File: src/rtl/memory_map_controller.sv
// memory_map_controller: decodes core load/store requests onto N memory-mapped slave regions.
// Optional `ACK_TIMEOUT_EN: abandon an access with rsp_err after TIMEOUT cycles without an ack.
module memory_map_controller #(
  parameter int N_REGIONS = 4,
  parameter int DW        = 32,
  parameter int LAW       = 10,
  parameter logic [N_REGIONS*32-1:0] REGION_BASE  =
    {32'h1004_0000, 32'hFFFF_0000, 32'h0040_0000, 32'h1001_0000},
  parameter logic [N_REGIONS*32-1:0] REGION_WORDS =
    {32'd256, 32'd16, 32'd1024, 32'd1024},
  parameter int TIMEOUT   = 16
) (
  input  logic                    clk,
  input  logic                    reset,
  input  logic                    req_valid,
  output logic                    req_ready,
  input  logic [31:0]             req_addr,
  input  logic                    req_we,
  input  logic [DW-1:0]           req_wdata,
  output logic                    rsp_valid,
  input  logic                    rsp_ready,
  output logic [DW-1:0]           rsp_rdata,
  output logic                    rsp_err,
  output logic [N_REGIONS-1:0]    bus_sel,
  output logic                    bus_we,
  output logic [LAW-1:0]          bus_addr,
  output logic [DW-1:0]           bus_wdata,
  input  logic [N_REGIONS*DW-1:0] bus_rdata,
  input  logic [N_REGIONS-1:0]    bus_ack,
  output logic [1:0]              state_dbg
);

  // Handshakes: a request transfers on req_valid & req_ready, a response on
  // rsp_valid & rsp_ready; the controller holds its side stable until transfer.

  localparam int          BYTES      = DW / 8;
  localparam int          OFF        = $clog2(BYTES);
  localparam int          AW         = 33 + OFF;
  localparam logic [31:0] ALIGN_MASK = 32'(BYTES - 1);

  typedef enum logic [1:0] {
    IDLE   = 2'd0,
    ACCESS = 2'd1,
    ERROR  = 2'd2,
    RESP   = 2'd3
  } state_t;

  state_t               state;
  logic [N_REGIONS-1:0] hit_sel;
  logic [LAW-1:0]       hit_addr;
  logic                 aligned;
  logic                 acked;
  logic [DW-1:0]        sel_rdata;

`ifdef ACK_TIMEOUT_EN
  localparam int TW = $clog2(TIMEOUT + 1);
  logic [TW-1:0] to_cnt;
`else
  localparam int unused_timeout_cfg = TIMEOUT;
`endif

  assign state_dbg = state;

  // Descending scan so the lowest matching region index is the one that sticks.
  always_comb begin
    hit_sel  = '0;
    hit_addr = '0;
    for (int i = N_REGIONS - 1; i >= 0; i--) begin
      if (AW'(req_addr) >= AW'(REGION_BASE[i*32 +: 32]) &&
          AW'(req_addr) <  AW'(REGION_BASE[i*32 +: 32]) + (AW'(REGION_WORDS[i*32 +: 32]) << OFF)) begin
        hit_sel  = N_REGIONS'(1) << i;
        hit_addr = LAW'((req_addr - REGION_BASE[i*32 +: 32]) >> OFF);
      end
    end
  end

  assign aligned = (req_addr & ALIGN_MASK) == 32'd0;
  assign acked   = |(bus_ack & bus_sel);

  always_comb begin
    sel_rdata = '0;
    for (int i = 0; i < N_REGIONS; i++) begin
      if (bus_sel[i]) sel_rdata |= bus_rdata[i*DW +: DW];
    end
  end

  always_ff @(posedge clk or negedge reset) begin
    if (!reset) begin
      state     <= IDLE;
      req_ready <= 1'b1;
      rsp_valid <= 1'b0;
      rsp_rdata <= '0;
      rsp_err   <= 1'b0;
      bus_sel   <= '0;
      bus_we    <= 1'b0;
      bus_addr  <= '0;
      bus_wdata <= '0;
`ifdef ACK_TIMEOUT_EN
      to_cnt    <= '0;
`endif
    end else begin
      case (state)
        IDLE: begin
          if (req_valid) begin
            req_ready <= 1'b0;
            if (|hit_sel && aligned) begin
              state     <= ACCESS;
              bus_sel   <= hit_sel;
              bus_we    <= req_we;
              bus_addr  <= hit_addr;
              bus_wdata <= req_wdata;
`ifdef ACK_TIMEOUT_EN
              to_cnt    <= '0;
`endif
            end else begin
              state <= ERROR;
            end
          end
        end
        ACCESS: begin
          if (acked) begin
            state     <= RESP;
            rsp_valid <= 1'b1;
            rsp_err   <= 1'b0;
            rsp_rdata <= bus_we ? '0 : sel_rdata;
            bus_sel   <= '0;
            bus_we    <= 1'b0;
          end
`ifdef ACK_TIMEOUT_EN
          else if (to_cnt == TW'(TIMEOUT - 1)) begin
            state     <= RESP;
            rsp_valid <= 1'b1;
            rsp_err   <= 1'b1;
            rsp_rdata <= '0;
            bus_sel   <= '0;
            bus_we    <= 1'b0;
          end else begin
            to_cnt <= to_cnt + 1'b1;
          end
`endif
        end
        ERROR: begin
          state     <= RESP;
          rsp_valid <= 1'b1;
          rsp_err   <= 1'b1;
          rsp_rdata <= '0;
        end
        RESP: begin
          if (rsp_ready) begin
            state     <= IDLE;
            req_ready <= 1'b1;
            rsp_valid <= 1'b0;
            rsp_err   <= 1'b0;
            rsp_rdata <= '0;
          end
        end
        default: state <= IDLE;
      endcase
    end
  end

endmodule
File: config.mk
export PLATFORM = sky130hd
export DESIGN_NAME = memory_map_controller
export DESIGN_NICKNAME = d
export VERILOG_FILES = /design/src/rtl/memory_map_controller.sv
export SDC_FILE = /design/constraint.sdc
export NUM_CORES = 1
export LEC_CHECK = 0
export CAP_MARGIN = 30
export CORE_MARGIN = 2
export CORE_UTILIZATION = 37
export DETAILED_ROUTE_END_ITERATION = 10
export PLACE_DENSITY = 0.82
export REMOVE_ABC_BUFFERS = 1
export SETUP_SLACK_MARGIN = 0.2
export SLEW_MARGIN = 20
export SYNTH_ARGS = -nofsm -noshare
export SYNTH_HDL_FRONTEND = slang
export SYNTH_SLANG_ARGS = --single-unit
File: constraint.sdc
create_clock -name clk -period 2.4 [get_ports clk]
set_clock_uncertainty 0.15 [all_clocks]
set_input_delay 0.24 -clock clk [delete_from_list [all_inputs] [get_ports clk]]
set_output_delay 0.24 -clock clk [all_outputs]
set_load 0.02 [all_outputs]
; After elaboration in Yosys (flattened, before gate mapping)
; Cells that the tools add are included.
[totals]
regBits = 84
inputBits = 201
output_inout_bits = 84
word_cells = 85
[classes]
addsub = 4
n_lt_le_gt_ge = 8
eq_ne = 7
muxes = 36
bitwise = 4
n_reduce_logical = 17
[op_table]
columns = operator, n
row1 = $mux 32, 7
row2 = $or 32x32->32, 3
row3 = $pmux 32 s3, 1
row4 = $ge 32x29->1 const B, 2
row5 = $lt 32x29->1 const B, 2
row6 = $sub 12x1->12 const B, 4
row7 = $mux 10, 4
row8 = $ge 32x23->1 const B, 1
row9 = $ge 32x32->1 const B, 1
row10 = $logic_not 32->1, 1
row11 = $lt 32x23->1 const B, 1
row12 = $lt 32x32->1 const B, 1
row13 = $mux 4, 7
row14 = $reduce_and 3->1, 4
row15 = $mux 2, 4
row16 = $ne 2x2->1 const B, 4
row17 = $pmux 2 s4, 1
row18 = $pmux 4 s2, 1
row19 = $reduce_or 4->1, 2
row20 = $mux 1, 7
row21 = $pmux 1 s3, 2
row22 = $logic_and 1x1->1, 5
row23 = $and 4x4->4, 1
row24 = $eq 2x2->1 const B, 2
row25 = other kinds (6), 8

; Depth between registers and ports, before layout
; Gate-level depths: netlist of the first run.
[logic_depth]
depth_word = 11
mapped_depth = 8
ltp_nobuf = 7

; Worst setup path before layout of the first run
; No wires, ideal clock.
[synth_timing]
path_type = reg2reg
from = reg state[1] (netlist: state_dbg[1])
to = reg bus_wdata[20]
setup_time_ps = 125
arrival_ps = 1714
slack_ps = 411
stages_incl_launch_ff = 9
cell_sequence = dfrtp_1 > inv_1 > ha_1 > nand2_1 > nor3_2 > nand2b_4 > buf_6 > buf_8 > mux2_4
[synth_via]
elab_chain_cells = 2
[synth_rtl]
columns = item, line
row1 = from (decl), 48  ; state_t state;
row2 = from (signal assigned), 89  ; state <= IDLE;
row3 = from (signal assigned), 107  ; state <= ACCESS;
row4 = from (signal assigned), 116  ; state <= ERROR;
row5 = $logic_not 2->1, 102  ; case (state)
row6 = $reduce_and 3->1 (no source line), n/a
row7 = to (signal assigned), 111  ; bus_wdata <= req_wdata;
row8 = to (decl), 27  ; output logic [DW-1:0] bus_wdata,
; Every way passes these cells.
; A chain may end at the register's enable or synchronous reset.

; Final worst setup path of the first run
[layout_timing]
from = reg bus_sel[0]
to = out bus_sel[0]
[layout_lines]
columns = item, line
row1 = from (decl), 24  ; output logic [N_REGIONS-1:0] bus_sel,
row2 = from (signal assigned), 108  ; bus_sel <= hit_sel;
; No word-level cell between the ends.

==> flow_summary.ini, run 1 <==
[status]
outcome = completed

[synthesis]
syn_inst = 354
syn_area_sq_um = 4332
synth.distinct_cells = 44
synth-edff-count = 0
yosys_warnings = 0
async_reset_ff_frac = 1.000
yosys.area.top_type = dfrtp_1
yosys_register_bits = 84
synthTopCellsByArea = dfrtp_1 (48%), mux2_4 (13%), a22o_1 (6.7%)
yosysSeqAreaShare = 0.4856
synth_flop_cell = dfrtp_1
synth.top_cell.area_share = 0.4795
avgSynthCellArea_sq_um = 12.24

[timing]
fmax_mhz = 469.3
tightest_slew_ps = 526.8
slew_headroom = 0.6488
post-route-period-util = 0.8879
hold_viol = 0
rsz0062_at_grt = false
finalMaxSlewViolations = 0
setup_violations = 0
min_period_ps = 2131

[clock_tree]
clk_latency_ps = 320
cts.sinks = 84
ctsHtreeMaxLevel = 3
clockRootBuffer = clkbuf_16
tritoncts = yes
cts_buffer_depth = 2
path_clk_slew_ps = 70
cts_buffers = 9

[detailed_routing]
remaining_drc_errors = 0
wl_per_cell_um = 19.22
wl_um = 15180
firstDrtPassIters = 4
vias = 4283
viasPerCell = 5.422
ant_nets = 0
drtIter0Drc = 192

[critical_path]
slowest_delay_ps = 690
cp-start-kind = flip-flop
required_ps = 2010
crit_chain = buf_4 -> clkdlybuf4s50_1
crit_family = buffers and inverters
cp-end-kind = output port
cp_max_fo = 34
arrival_ps = 1740
crit_buf_inv = 2
critPathKind = flip-flop to output port
slowest_stage = clkdlybuf4s50_1

[cells_and_area]
layout_common_cells = clkdlybuf4s50_1 (279), dfrtp_1 (83), nand2_1 (39), mux2_4 (38), a22o_1 (33)
fin_nets = 847
fin_cells = 790
antennaDiodeCount = 0
layout_commonest_cell = clkdlybuf4s50_1
layout-drive-gt1-share = 0.1360
syn_to_final_growth_pct = 79.14
utilization = 0.6796

[place]
dp_hpwl_um = 12120
placed_cells = 772
port_buffers = 284
place_congestion = 0.8690

[floorplan]
coreArea_sq_um = 11420
die_w_um = 112.2
die-area_sq_um = 12590
start_util = 0.3794
fp-row-count = 39
die_h_um = 112.2
io_pins = 285

[min_path]
hold_class = input port to flip-flop

[run]
cap_violations = 0

[grt]
grt_start_max_net_pins = 61
grt-ovfl-total = 0
antenna_found_initial = 0
grt_pass1_vias = 4322
grt_pass1_wl_um = 23260
grt_use_total = 0.2337

[pwr]
power.density_nw_per_um2 = 427.5
leakage_uw = 0.003391
ir_drop_mv = 0.3749
==> cell usage after synthesis, types with 2 or more instances <==
cell,count
a22o_1,33
buf_12,3
nand4_1,3
a221oi_1,32
mux2_1,2
nand2_1,39
nor4_1,4
and3_1,2
ha_1,4
o21ai_0,5
nor3b_1,4
nor2_1,2
mux2_4,38
buf_2,6
a21oi_1,2
nand2b_1,3
inv_1,5
nand3_1,2
clkbuf_1,22
o31ai_1,32
a32o_1,5
dfrtp_1,83
nor4b_1,2
==> registers in the layout, summed over array words and instances (netlist names) <==
name	cells
req_ready	1
rsp_valid	1
rsp_rdata	32
state_dbg	2
bus_sel	4
bus_we	1
rsp_err	1
bus_wdata	32
bus_addr	10
==> worst reg2reg max path, delay by kind of cell (launching register included) <==
family | cells | cell delay, ps
simple gates | 1 | 280
compound gates | 1 | 330
flops | 1 | 420
fa+ha+maj | 1 | 220
buf+inv | 3 | 520
==> kinds of logic (layout without fill, tap and decap cells) <==
logic type                 Yosys count  after routing  share of synthesized area
AOI/OAI and AO/OA                  116            116                     0.2227
adders and majority gates            4              4                    0.01155
buffers and inverters               38            331                    0.05026
DFF                                 84             84                     0.4856
muxes                               41             41                     0.1395
and+or+nand+nor                     71             71                    0.09041
==> final cells by class <==
class,instances,area [sq um]
timing repair buffer,310,3114
clock buffer,9,225.2
fill,847,3659
clock inverter,7,102.6
inverter,5,18.77
multi-input combinational,232,2017
tap,143,178.9
sequential,84,2103
==> per-stage QoR <==
stage / setup TNS, ps / hold slack [ps] / cell area (sq um) / setup WS, ps / power, uW
3_5_place_dp: -3615 / 111.3 / 7370 / -126.8 / 1839
2_1_floorplan: -28810 / -205.6 / 4133 / -963.9 / 1456
3_3_place_gp: -1100 / 91.86 / 7370 / -59.06 / 1830
5_1_grt: 0 / 248.6 / 7760 / 208.7 / 3435
6_report: 0 / 225.5 / 7760 / 269.1 / 3317
4_1_cts: 0 / 321.6 / 7707 / 218.8 / 3355
==> final timing paths <==
path                                 endpoint  slack (ps)  cells after the start           from
worst max-delay path               bus_sel[0]         270                      2     bus_sel[0]
worst min-delay path               bus_sel[3]         230                      3   req_addr[16]
worst max register to register  rsp_rdata[21]         370                      6   state_dbg[0]
worst min register to register  rsp_rdata[13]         320                      2  rsp_rdata[13]
max in group asynchronous        rsp_rdata[5]        1180                      3          reset
min in group asynchronous         bus_addr[7]         290                      2          reset
==> routing by layer <==
layer | global-route usage | vias to the layer above | part of all wire
met5 | 0 | - | 0
li1 | - | 1961 | -
met3 | 0.05562 | 16 | 0.081
met4 | 0.05610 | 0 | 0.014
met1 | 0.2672 | 2110 | 0.36
met2 | 0.4390 | 196 | 0.54
==> what timing repair did <==
action | in CTS | in global routing
hold buffers | 1 | 0
gates resized for setup | 0 | 8
setup endpoints to repair | 0 | 43
setup buffers | 0 | 0
hold endpoints to repair | 38 | 0
==> where the power goes <==
group / switching [uW] / internal (uW) / total (uW)
Combinational: 98.5 / 298 / 396
Sequential: 0 / 1420 / 1420
Clock: 579 / 927 / 1510
No activity file was read; power rests on OpenSTA's default activity.
==> inputs of run 2 (changes only) <==
PLACE_DENSITY = 0.84   (was 0.82)
==> run 2 against run 1 <==
Die area is the same. Via count grew 0.54%. Non-clock buffer count shrank 2. Clock power is essentially flat. Critical path type is now input port to flip-flop.
==> flow_summary.ini, run 2 (synthesis gave the netlist of run 1 again) <==
[min_path]
hold_class = input port to asynchronous set/reset pin

[critical_path]
arrival_ps = 2290
crit_family = buffers and inverters
crit_buf_inv = 2
required_ps = 2460
critPathKind = input port to flip-flop
rrSetupSlack_ps = 280
cp-end-kind = flip-flop
slowest_delay_ps = 530
crit_start = req_addr[18]
cp_max_fo = 12
crit_chain = clkdlybuf4s50_1 -> and4bb_1 -> a211o_1 -> a22oi_4 -> nand2b_4 -> buf_12 -> mux2_1
r2r-end = bus_wdata[29]
cp-start-kind = input port
worstReg2RegStart = state_dbg[1]
slowest_stage = clkdlybuf4s50_1
rr_worst_depth = 8

[timing]
finalMaxSlewViolations = 0
setup_violations = 0
slew_headroom = 0.6510
hold_slack_ps = 278.9
fmax_mhz = 449.7
rsz0062_at_grt = true
fin_ws_ps = 176.1
hold_viol = 0
tightest_slew_ps = 523.5
post-route-period-util = 0.9266
min_period_ps = 2224

[detailed_routing]
vias = 4306
wl_um = 15680
drtIter0Drc = 265
ant_nets = 0
wl_per_cell_um = 19.89
firstDrtPassIters = 4
viasPerCell = 5.464
remaining_drc_errors = 0

[clock_tree]
tritoncts = yes
ctsHtreeMaxLevel = 3
clockRootBuffer = clkbuf_16
clk_latency_ps = 320
path_clk_slew_ps = 70
cts_buffers = 9
cts_buffer_depth = 2
cts.sinks = 84

[floorplan]
die_h_um = 112.2
die_w_um = 112.2
start_util = 0.3794
coreArea_sq_um = 11420
die-area_sq_um = 12590
fp-row-count = 39
io_pins = 285

[cells_and_area]
layout_commonest_cell = clkdlybuf4s50_1
top_regs = bus_wdata x32, rsp_rdata x32, bus_addr x10
antennaDiodeCount = 0
layout_common_cells = clkdlybuf4s50_1 (282), dfrtp_1 (83), nand2_1 (39), mux2_4 (38), a22o_1 (33)
syn_to_final_growth_pct = 79.09
fin_nets = 845
fin_cells = 788
layout-drive-gt1-share = 0.1364
postLayoutCellArea_sq_um = 7757

[grt]
busiest_layer = met2
grt_pass1_vias = 4481
grt_use_met2 = 0.4386
grt_use_total = 0.2431
grt-ovfl-total = 0
grt_start_max_net_pins = 59
antenna_found_initial = 0
grt_pass1_wl_um = 24140
use_met1 = 0.2825
met3_usage = 0.05832

[place]
placed_area_sq_um = 7340
placed_cells = 768
place_congestion = 0.9268
port_buffers = 284
dp_hpwl_um = 12090
dp_slack_ps = -151.2

[pwr]
p_total_uw = 3332
power.density_nw_per_um2 = 429.5
ir_drop_mv = 0.5494
leakage_uw = 0.003361

[status]
outcome = completed

[run]
cap_violations = 0
-- run 2: how the worst max path moves through the flow --
| stage | cells past startpoint | end |
|---|---|---|
| 2_1_floorplan | 4 | rsp_err |
| 3_3_place_gp | 7 | bus_wdata[29] |
| 3_5_place_dp | 7 | bus_wdata[29] |
| 4_1_cts | 7 | bus_wdata[29] |
| 5_1_grt | 7 | bus_wdata[29] |
| 6_report | 7 | bus_wdata[29] |
-- run 2: layer usage --
metal | vias up | routed length (um) | share of wire
met5 | - | 0 | 0
li1 | 1967 | - | -
met3 | 33 | 1185 | 0.076
met1 | 2092 | 5814 | 0.37
met4 | 0 | 407 | 0.026
met2 | 214 | 8269 | 0.53
-- run 2: report_power, final --
group / internal, uW / switching [uW]
sequential: 1420 / 0
combinational: 298 / 101
clock: 928 / 589
total: 2640 / 691
-- run 2: final cells by class --
cell class	count	area [sq um]
clock buffers	9	225.2
inverters	5	18.77
flip-flops and latches	84	2103
repair buffers	308	3092
well taps	143	178.9
multi-input cells	232	2034
clock inverters	7	105.1
fillers	839	3661
-- run 2: stage by stage --
step / utilization / TNS, ps
final: 0.6794 / 0
after floorplan: - / -28810
after global routing: 0.6794 / 0
after global placement: 0.6428 / -1116
after detailed placement: 0.6428 / -4174
after CTS: 0.6731 / 0
-- run 2: what timing repair did --
item,4_1_cts,5_1_grt
hold buffers,1,0
pin swaps,0,1
resized for setup,1,6
hold endpoints to repair,39,0
buffers inserted,0,1
gates cloned,0,2
setup endpoints to repair,1,47
